`config.mk`:
```
export PLATFORM = sky130hd
export DESIGN_NAME = wb_commit_arbiter
export DESIGN_NICKNAME = d
export VERILOG_FILES = /design/src/rtl/wb_commit_arbiter.sv
export SDC_FILE = /design/constraint.sdc
export NUM_CORES = 1
export LEC_CHECK = 0
export BUFFER_PORTS_ARGS = -buffer_cell sky130_fd_sc_hd__buf_2
export CELL_PAD_IN_SITES_DETAIL_PLACEMENT = 0
export CELL_PAD_IN_SITES_GLOBAL_PLACEMENT = 1
export CORE_MARGIN = 8
export CORE_UTILIZATION = 51
export CTS_BUF_LIST = sky130_fd_sc_hd__clkbuf_4
export DETAILED_ROUTE_END_ITERATION = 10
export GPL_TIMING_DRIVEN = 0
export MAX_ROUTING_LAYER = met4
export PLACE_DENSITY = 0.95
export SLEW_MARGIN = 30
export SYNTH_ARGS = -nofsm -noshare
export SYNTH_HDL_FRONTEND = slang
export SYNTH_SLANG_ARGS = --single-unit
```
`constraint.sdc`:
```
create_clock -name clk -period 7.3 [get_ports clk]
set_input_delay 1.095 -clock clk [delete_from_list [all_inputs] [get_ports clk]]
set_output_delay 1.095 -clock clk [all_outputs]
set_load 0.05 [all_outputs]
```
`src/rtl/wb_commit_arbiter.sv`:
```
// Register-file write-port arbiter: ALU > round-robin(LSU, MDU) with per-source result FIFOs
// and a pending-write scoreboard. Define WB_BYPASS_EN to add the commit-cycle bypass ports.

module wb_commit_fifo #(
  parameter int DEPTH = 2,
  parameter int W     = 37
) (
  input  logic         clk,
  input  logic         rst_n,
  input  logic         flush,
  input  logic         push,
  input  logic         pop,
  input  logic [W-1:0] din,
  output logic [W-1:0] dout,
  output logic         empty,
  output logic         full
);
  localparam int AW = (DEPTH > 1) ? $clog2(DEPTH) : 1;

  logic [W-1:0] mem [DEPTH];
  logic [AW-1:0] wp, rp;
  logic [AW:0]   cnt;

  assign empty = (cnt == '0);
  assign full  = (cnt == (AW+1)'(DEPTH));
  assign dout  = mem[rp];

  always_ff @(posedge clk) begin
    if (push && !flush && !full) mem[wp] <= din;
  end

  always_ff @(posedge clk or negedge rst_n) begin
    if (!rst_n) begin
      wp  <= '0;
      rp  <= '0;
      cnt <= '0;
    end else if (flush) begin
      wp  <= '0;
      rp  <= '0;
      cnt <= '0;
    end else begin
      if (push && !full) wp <= wp + AW'(1);
      if (pop && !empty) rp <= rp + AW'(1);
      case ({push && !full, pop && !empty})
        2'b10:   cnt <= cnt + (AW+1)'(1);
        2'b01:   cnt <= cnt - (AW+1)'(1);
        default: ;
      endcase
    end
  end
endmodule

module wb_commit_arbiter #(
  parameter int DEPTH = 2,
  parameter int XLEN  = 32
) (
  input  logic            clk,
  input  logic            rst_n,
  input  logic            alu_we,
  input  logic [4:0]      alu_rd,
  input  logic [XLEN-1:0] alu_data,
  input  logic            lsu_valid,
  output logic            lsu_ready,
  input  logic [4:0]      lsu_rd,
  input  logic [XLEN-1:0] lsu_data,
  input  logic            mdu_valid,
  output logic            mdu_ready,
  input  logic [4:0]      mdu_rd,
  input  logic [XLEN-1:0] mdu_data,
  input  logic            iss_valid,
  input  logic [4:0]      iss_rd,
  input  logic            flush,
  input  logic [4:0]      chk_a,
  input  logic [4:0]      chk_b,
  output logic            busy_a,
  output logic            busy_b,
  output logic            RegWrite,
  output logic [4:0]      addD,
  output logic [XLEN-1:0] WB_out
`ifdef WB_BYPASS_EN
  ,
  output logic            byp_a_hit,
  output logic            byp_b_hit,
  output logic [XLEN-1:0] byp_data
`endif
);
  typedef struct packed {
    logic [4:0]      rd;
    logic [XLEN-1:0] data;
  } res_t;
  localparam int RW = $bits(res_t);

  // Index 0 = LSU, index 1 = MDU throughout.
  res_t [1:0] q_in, q_head;
  logic [1:0] q_valid, q_nz, q_push, q_empty, q_full, q_gnt;
  res_t       head;
  logic       alu_gnt, from_q, last_mdu;
  logic [31:0] pending;

  assign q_in[0] = '{rd: lsu_rd, data: lsu_data};
  assign q_in[1] = '{rd: mdu_rd, data: mdu_data};
  assign q_valid = {mdu_valid, lsu_valid};
  assign q_nz    = {mdu_rd != 5'd0, lsu_rd != 5'd0};
  // rd==0 results complete the handshake but are dropped.
  assign q_push  = q_valid & ~q_full & q_nz;

  for (genvar i = 0; i < 2; i++) begin : g_q
    wb_commit_fifo #(.DEPTH(DEPTH), .W(RW)) u_fifo (
      .clk   (clk),
      .rst_n (rst_n),
      .flush (flush),
      .push  (q_push[i]),
      .pop   (q_gnt[i]),
      .din   (q_in[i]),
      .dout  (q_head[i]),
      .empty (q_empty[i]),
      .full  (q_full[i])
    );
  end

  assign lsu_ready = ~q_full[0];
  assign mdu_ready = ~q_full[1];

  always_comb begin
    alu_gnt = alu_we && (alu_rd != 5'd0);
    q_gnt   = 2'b00;
    if (!alu_gnt && !flush) begin
      if (!q_empty[0] && !q_empty[1]) q_gnt = last_mdu ? 2'b01 : 2'b10;
      else                            q_gnt = ~q_empty;
    end
  end

  assign head = q_gnt[1] ? q_head[1] : q_head[0];

  always_ff @(posedge clk or negedge rst_n) begin
    if (!rst_n) begin
      RegWrite <= 1'b0;
      addD     <= '0;
      WB_out   <= '0;
      from_q   <= 1'b0;
      last_mdu <= 1'b1;
    end else if (alu_gnt) begin
      RegWrite <= 1'b1;
      addD     <= alu_rd;
      WB_out   <= alu_data;
      from_q   <= 1'b0;
    end else if (|q_gnt) begin
      RegWrite <= 1'b1;
      addD     <= head.rd;
      WB_out   <= head.data;
      from_q   <= 1'b1;
      last_mdu <= q_gnt[1];
    end else begin
      RegWrite <= 1'b0;
      from_q   <= 1'b0;
    end
  end

  // Clear is ordered before set so a same-edge set of the same index wins.
  always_ff @(posedge clk or negedge rst_n) begin
    if (!rst_n) begin
      pending <= '0;
    end else if (flush) begin
      pending <= '0;
    end else begin
      if (RegWrite && from_q)               pending[addD]   <= 1'b0;
      if (iss_valid && (iss_rd != 5'd0))    pending[iss_rd] <= 1'b1;
    end
  end

`ifdef WB_BYPASS_EN
  assign byp_a_hit = RegWrite && (addD == chk_a) && (chk_a != 5'd0);
  assign byp_b_hit = RegWrite && (addD == chk_b) && (chk_b != 5'd0);
  assign byp_data  = WB_out;
  assign busy_a    = pending[chk_a] && (chk_a != 5'd0) && !byp_a_hit;
  assign busy_b    = pending[chk_b] && (chk_b != 5'd0) && !byp_b_hit;
`else
  assign busy_a    = pending[chk_a] && (chk_a != 5'd0);
  assign busy_b    = pending[chk_b] && (chk_b != 5'd0);
`endif
endmodule

```
* Word-level counts from Yosys, hierarchy flattened
Memories as Yosys holds them, arrays and structs flattened.
Cells that the tools add are included.
** Word-level totals
- Output and inout bits :: 42
- Bits of input ports :: 133
- Memory bits (writable) :: 148
- Flip-flop bits (word level) :: 80
- Memories :: 2
- Logic and storage cells :: 123
** Memory list
- g_q[0].u_fifo.mem :: depth 2, width 37, rd ports 1, clocked after Yosys merged registers in 0, wr ports 1, line 20 : logic [W-1:0] mem [DEPTH];
- g_q[1].u_fifo.mem :: depth 2, width 37, rd ports 1, clocked after Yosys merged registers in 0, wr ports 1, line 20
** Operators by class
- Magnitude comparators :: 6
- Bitwise gates (word level) :: 10
- Muxes and demuxes :: 39
- Equality and inequality tests :: 6
- Add/sub/neg operators :: 8
- Reductions and logical operators :: 40
** Operator list (number)
- $mux W32 :: 6
- $mux W37 :: 1
- $and A32 B32 Y32 :: 1
- $not A32 Y32 :: 1
- $or A32 B32 Y32 :: 1
- $reduce_bool A5 Y1 :: 6
- $lt A5 B6 Y1 const B :: 4
- $mux W1 :: 19
- $logic_and A1 B1 Y1 :: 17
- $bmux W1 S5 :: 2
- $demux W1 S5 :: 2
- $ge A5 B1 Y1 const B :: 2
- $mux W2 :: 5
- $mux W5 :: 2
- $reduce_bool A2 Y1 :: 5
- $eq A2 B2 Y1 const B :: 4
- $pmux W2 S2 :: 2
- $logic_not A1 Y1 :: 6
- $reduce_bool A3 Y1 :: 2
- $add A1 B1 Y1 const B :: 4
- $add A2 B1 Y2 const B :: 2
- $and A2 B2 Y2 :: 2
- $eq A2 B1 Y1 const B :: 2
- $logic_not A2 Y1 :: 2
- other kinds (5) :: 9

* Longest topological paths before layout
Gate-level depths: netlist (run 1).
- Word-level depth :: 11
- Gate-level depth with buffers :: 6
- Depth with buffers taken out :: 4

* Hierarchy
Synthesis (run 1) repeated with hierarchy kept, for this count alone.
** Second synthesis, totals
- Cell total of the unflattened synthesis :: 768
- Area, all modules :: 10400.0 um2
** Modules (own cells, without submodules)
- wb_commit_arbiter :: area each 4624.4 um2, cells an instance 487, sequential area each 1778.0 um2, instances 1
- wb_commit_fifo (g_q[1].u_fifo) :: area each 2896.5 um2, cells an instance 141, sequential area each 2322.2 um2, instances 1
- wb_commit_fifo (g_q[0].u_fifo) :: area each 2879.0 um2, cells an instance 140, sequential area each 2322.2 um2, instances 1

* Worst setup path after synthesis (run 1)
OpenSTA, ideal clock, no wires.
- Kind :: input to register
- Start :: in flush
- End :: mem g_q[0].u_fifo.mem[1][0], enable pin
- Stages :: 3
- Path buffers :: 2
- Arrival time :: 4.244 ns
- Required time :: 6.815 ns
- Slack :: 2.571 ns
- Library setup time :: 0.485 ns
- Cell sequence :: clkbuf_1 > buf_1 > nor3b_1
** Between the ends
- Longest elaborated chain between the ends :: 5
** Ends and longest elaborated chain
- start, declared :: line 72 : input logic flush,
- $logic_not A1 Y1 :: line 29 : if (push && !flush && !full) mem[wp] <= din;
- $logic_and A1 B1 Y1 (2 in a row) :: line 29
- $mux W1 :: line 29
- $mux W1 (not written as such) :: line 29
- end, declared :: line 20
Every way passes these cells.

* Final worst setup path (run 1)
- Start :: in chk_a[2]
- End :: out busy_a
** Between the ends
- Longest elaborated chain between the ends :: 3
- Elaborated cells between the ends (all ways) :: 4
- Those cells by class :: 2 x mux; 2 x reduce/logical
** Ends and longest elaborated chain
- start, declared :: line 73 : input logic [4:0] chk_a,
- $bmux W1 S5 :: line 178 : assign busy_a = pending[chk_a] && (chk_a != 5'd0);
- $mux W1 (not written as such) :: line 178
- $logic_and A1 B1 Y1 (*) :: line 178
- end, declared :: line 75 : output logic busy_a,
Every way passes the cells marked *; elsewhere a longest branch is shown, timed or not. The select of a mux whose other input is x is not followed.

==> flow_metrics.tcl, run 1 <==
set metrics [dict create \
    setup_viol 0 \
    ys.flop_type "edfxtp_1" \
    period_share 0.535 \
    numClockSinks 227 \
    core_area_um2 19300 \
    fin_nets 1093 \
    vias_per_cell 5.56 \
    drtAntennaViolNets 0 \
    end_kind "output pin" \
    synthCells 719 \
    post_drt_wl_per_cell_um 19.8 \
    pin_count 175 \
    postCtsSetupBuffers 0 \
    drt_iter0_drc 426 \
    max_freq_ghz 0.256 \
    fillCellCount 1494 \
    routed_wl_um 25300 \
    cap_violations 0 \
    cp.required_ps 6200 \
    port_buffers 169 \
    clk_latency_ps 650 \
    cp_max_fo 8 \
    worst_pin_slew_ps 866 \
    clkTransAtPathRegs_ps 60 \
    path_class "input port to output pin" \
    power-per-cell-area_nw_per_um2 256 \
    peakVddDrop_mv 0.157 \
    core.rowCount 51 \
    die_y_um 156 \
    reg2reg_depth 6 \
    stdcell_count 1279 \
    syn_area_per_cell_um2 13.8 \
    grt_pass1_wl_um 39600 \
    utilization 0.629 \
    yosysWarnings 0 \
    grtUsageTotal 0.217 \
    die_width_um 156 \
    skew_ps 23.4 \
    drive_gt1_frac 0.357 \
    start_kind "input port" \
    drv_slew 0 \
    r2r-end "g_q[0].u_fifo.mem[1][2]" \
    cts-root-buf "clkbuf_4" \
    h-tree-depth 2 \
    cts_buffer_depth 3 \
    die-area_um2 24200 \
    numCtsBuffers 55 \
    r2r-start "g_q[0].u_fifo.cnt[0]" \
    fin_setup_tns_ps 0 \
    crit_arrival_ps 2810 \
    synth-edff-count 148 \
    cts_tree "yes" \
    ff_latch_area_um2 6420 \
    grt_overflow_total 0 \
    relSlewSlack 0.423 \
    initial_utilization 0.515 \
    synthesis.area_um2 9930 \
    drc 0 \
    power_mw 3.10 \
    final_common_cell "buf_2" \
    rrSetupSlack_ps 4970 \
    p_leak_nw 4.64 \
    grt_max_degree 46 \
    synth_cell_types 47 \
    fin_crit_ps 3910 \
    route.vias.total 7117 \
    cts_resized 0 \
    grt_pass1_vias 7485 \
    hold_violations 0 \
    multi_input_area_um2 3300 \
    drtPass1Iterations 5 \
    area_growth_pct 22.0 \
    place.gp.congestion 0.827 \
    synth-seq-area-share 0.647 \
    ys_seq_elements 227 \
    placed_cells 1168 \
    worstHoldPathType "input port to async pin" \
    antenna_found_initial 7 \
    async_flop_share 0.348 \
    postCtsHoldBufs 0 \
    rsz0062_at_grt "no" \
    layout_common_cells "179 x buf_2, 148 x edfxtp_1, 92 x clkbuf_4" \
    outcome "completed" \
    dp_hpwl_um 18300 \
    synth_fp_nets 852 \
]
[power breakdown]
| part | switching [mW] | total, mW | internal (mW) |
|---|---|---|---|
| registers | 0.0368 | 1.49 | 1.46 |
| logic | 0.343 | 0.518 | 0.175 |
| clock network | 0.484 | 1.09 | 0.602 |
| total | 0.864 | 3.10 | 2.24 |
[registers in the layout (all words and copies together), names as in the netlist]
| signal | flops |
|---|---|
| g_q.u_fifo.rp | 2 |
| g_q.u_fifo.cnt | 4 |
| g_q.u_fifo.mem | 148 |
| RegWrite | 1 |
| g_q.u_fifo.wp | 2 |
| WB_out | 32 |
| from_q | 1 |
| pending | 31 |
| last_mdu | 1 |
| addD | 5 |
[area by class of cell]
class	instances	share of cell area
Antenna cell	7	0.00145
Buffer	45	0.0179
Clock buffer	92	0.0570
Clock inverter	12	0.00588
Inverter	6	0.00186
Multi-Input combinational cell	441	0.272
Sequential cell	227	0.530
Tap cell	265	0.0274
Timing Repair Buffer	184	0.0864
[synth_stat cells, types with 3 or more instances]
| library cell | number | share of area |
|---|---|---|
| a32oi_1 | 4 | 0.0035 |
| mux2i_1 | 78 | 0.079 |
| mux2_2 | 39 | 0.044 |
| nor3_1 | 3 | 0.0015 |
| buf_6 | 4 | 0.0045 |
| a21oi_1 | 41 | 0.021 |
| nor2_1 | 14 | 0.0053 |
| nand3b_1 | 3 | 0.0023 |
| nand3_1 | 38 | 0.019 |
| mux4_2 | 14 | 0.032 |
| dfrtp_1 | 78 | 0.20 |
| clkbuf_1 | 26 | 0.0098 |
| o211ai_1 | 38 | 0.029 |
| o21ai_0 | 39 | 0.020 |
| nand2_1 | 72 | 0.027 |
| o21ai_1 | 4 | 0.0020 |
| and3b_1 | 5 | 0.0044 |
| buf_2 | 11 | 0.0055 |
| nand2b_1 | 4 | 0.0025 |
| or3_1 | 4 | 0.0025 |
| edfxtp_1 | 148 | 0.45 |
| buf_1 | 3 | 0.0011 |
| nor3b_1 | 12 | 0.0091 |
| inv_1 | 6 | 0.0023 |
[logic make-up (layout without fill, tap and decap cells)]
| logic type | after synthesis | in the layout | share of synthesized area |
|---|---|---|---|
| flops | 227 | 227 | 0.647 |
| mux | 131 | 131 | 0.155 |
| compound gates | 141 | 141 | 0.0895 |
| other cells | 0 | 7 | 0 |
| xor+xnor | 2 | 2 | 0.00176 |
| buf+inv | 51 | 339 | 0.0241 |
| simple gates | 167 | 167 | 0.0834 |
[critical path: stages]
cell and delay [ps]:
clkbuf_1 390, mux4_2 580, nor3b_1 230, a21oi_1 70, o2111a_1 240, buf_2 210
[layer usage]
metal | share of wire | track usage
met5 | 0 | -
met4 | 0.031 | 0.0873
met3 | 0.065 | 0.0501
met2 | 0.49 | 0.352
met1 | 0.41 | 0.259
[metrics by stage]
step                      setup WS [ps]  area, µm²  hold slack, ps
after floorplan                    2570       9930             500
after global placement              371      11100             507
after detailed placement           3360      11300             515
after CTS                          3360      12100             296
after global routing               3250      12100             329
final                              3390      12100             345
[how the worst max path moves through the flow]
stage,start,endpoint
after floorplan,flush,g_q[0].u_fifo.mem[1][0]
after global placement,flush,g_q[0].u_fifo.mem[1][5]
after detailed placement,chk_a[2],busy_a
after CTS,chk_a[2],busy_a
after global routing,chk_a[2],busy_a
final,chk_a[2],busy_a
Power figures use the tool's default switching activity.
==> run 2: changes to the inputs <==
CORE_UTILIZATION = 47   (was 51)
PLACE_DENSITY = 0.92   (was 0.95)
clock period = 3.97 ns   (was 7.3 ns; I/O delays follow)
==> flow_metrics.tcl, run 2 (synthesized netlist as in run 1, its figures left out) <==
set metrics [dict create \
    outcome "completed" \
    core.rowCount 53 \
    power-per-cell-area_nw_per_um2 462 \
    start_kind "input port" \
    period_share 0.738 \
    drc 0 \
    clock_power_share 0.335 \
    setup_viol 0 \
    port_buffers 169 \
    grt_pass1_vias 7575 \
    drv_slew 0 \
    relSlewSlack 0.389 \
    dp_hpwl_um 18400 \
    worst_path_largest_cell_delay_ps 590 \
    antenna_found_initial 8 \
    cts_buffer_depth 3 \
    drive_gt1_frac 0.342 \
    fin_setup_tns_ps 0 \
    clk_latency_ps 650 \
    h-tree-depth 2 \
    p_leak_nw 4.59 \
    largest_reg_flops 148 \
    initial_utilization 0.475 \
    numClockSinks 227 \
    power_frac_seq 0.493 \
    post_drt_wl_per_cell_um 19.8 \
    place.gp.congestion 0.860 \
    drt_iter0_drc 466 \
    p_switching_mw 1.61 \
    drtAntennaViolNets 0 \
    fin_crit_ps 2930 \
    clkTransAtPathRegs_ps 70 \
    hold_violations 0 \
    worstHoldPathType "input port to register" \
    crit_slowest_cell "mux4_2" \
    area_growth_pct 21.7 \
    numCtsBuffers 55 \
    route.vias.total 7083 \
    cts-root-buf "clkbuf_4" \
    crit_arrival_ps 2330 \
    skew_ps 35.1 \
    cts_resized 0 \
    regMostFlops "g_q.u_fifo.mem" \
    power.share.switching 0.288 \
    final_common_cell "buf_2" \
    fin_nets 1090 \
    end_kind "output pin" \
    ff_latch_area_um2 6420 \
    routed_wl_um 25500 \
    core_area_um2 20900 \
    max_freq_ghz 0.341 \
    rsz0062_at_grt "no" \
    cp_max_fo 8 \
    fillCellCount 1691 \
    cp.required_ps 3370 \
    grtUsageTotal 0.199 \
    die_width_um 161 \
    path_class "input port to output pin" \
    drtPass1Iterations 4 \
    die-area_um2 26000 \
    whs_ps 141 \
    crit_chain "clkbuf_1 > mux4_2 > nor3b_1 > a21oi_1 > o2111a_1 > buf_2" \
    worst_pin_slew_ps 915 \
    multi_input_area_um2 3310 \
    critical_path.top_delay_family "buffers and inverters" \
    grt_overflow_total 0 \
    grt_pass1_wl_um 39600 \
    p_int_mw 3.97 \
    power_mw 5.58 \
    cts_tree "yes" \
    die_y_um 161 \
    layout_common_cells "179 x buf_2, 148 x edfxtp_1, 78 x dfrtp_1, 78 x mux2i_1, 77 x clkbuf_4" \
    cap_violations 0 \
    peakVddDrop_mv 0.302 \
    pin_count 175 \
    largestRegisters "g_q.u_fifo.mem x148, WB_out x32, pending x31" \
    path_buf_inv 2 \
    grt_max_degree 56 \
    vias_per_cell 5.51 \
    combPwrFrac 0.171 \
]
## run 2: area by class of cell
class,instances,area share
Antenna cell,8,0.00166
Buffer,45,0.0179
Clock buffer,77,0.0478
Clock inverter,26,0.0107
Inverter,6,0.00186
Multi-Input combinational cell,441,0.274
Sequential cell,227,0.531
Tap cell,275,0.0285
Timing Repair Buffer,181,0.0866
## run 2: per-layer routing
layer	vias to the layer above	GRT usage	wire length (µm)
li1	3284	-	-
met3	31	0.0489	1980
met2	324	0.327	12900
met1	3444	0.238	10200
met5	-	-	0
met4	0	0.0669	384
## run 2: worst paths after layout
path,from,end,slack (ps),depth (start not counted)
min in group asynchronous,rst_n,pending[13],380,2
setup / recovery,chk_b[2],busy_b,1040,6
hold / removal,lsu_data[18],g_q[0].u_fifo.mem[1][18],140,1
setup reg to reg,g_q[1].u_fifo.cnt[0],g_q[1].u_fifo.mem[0][14],1660,6
hold reg to reg,last_mdu,last_mdu,530,1
max in group asynchronous,rst_n,last_mdu,2970,3
## run 2: power groups by stage
| stage | clock network, mW | logic [mW] | registers (mW) |
|---|---|---|---|
| after floorplan | 0 | 0.411 | 2.99 |
| after global placement | 0 | 0.910 | 2.80 |
| after detailed placement | 0 | 0.958 | 2.80 |
| after CTS | 1.91 | 0.962 | 2.75 |
| after global routing | 2.03 | 1.02 | 2.77 |
| final | 1.87 | 0.955 | 2.75 |
## run 2: what timing repair did
action,in CTS,in global routing
setup buffers,0,0
endpoints found under the hold margin,24,0
hold buffers,1,0
## run 2: metrics by stage
step                utilization  cell area [µm²]  cells  setup WS (ps)
detailed placement        0.543            11300   1174           1060
CTS                       0.578            12100   1278           1050
global placement          0.533            11100   1163           -585
global route              0.579            12100   1286            926
finish                    0.579            12100   1286           1040
floorplan                     -             9940    719            481
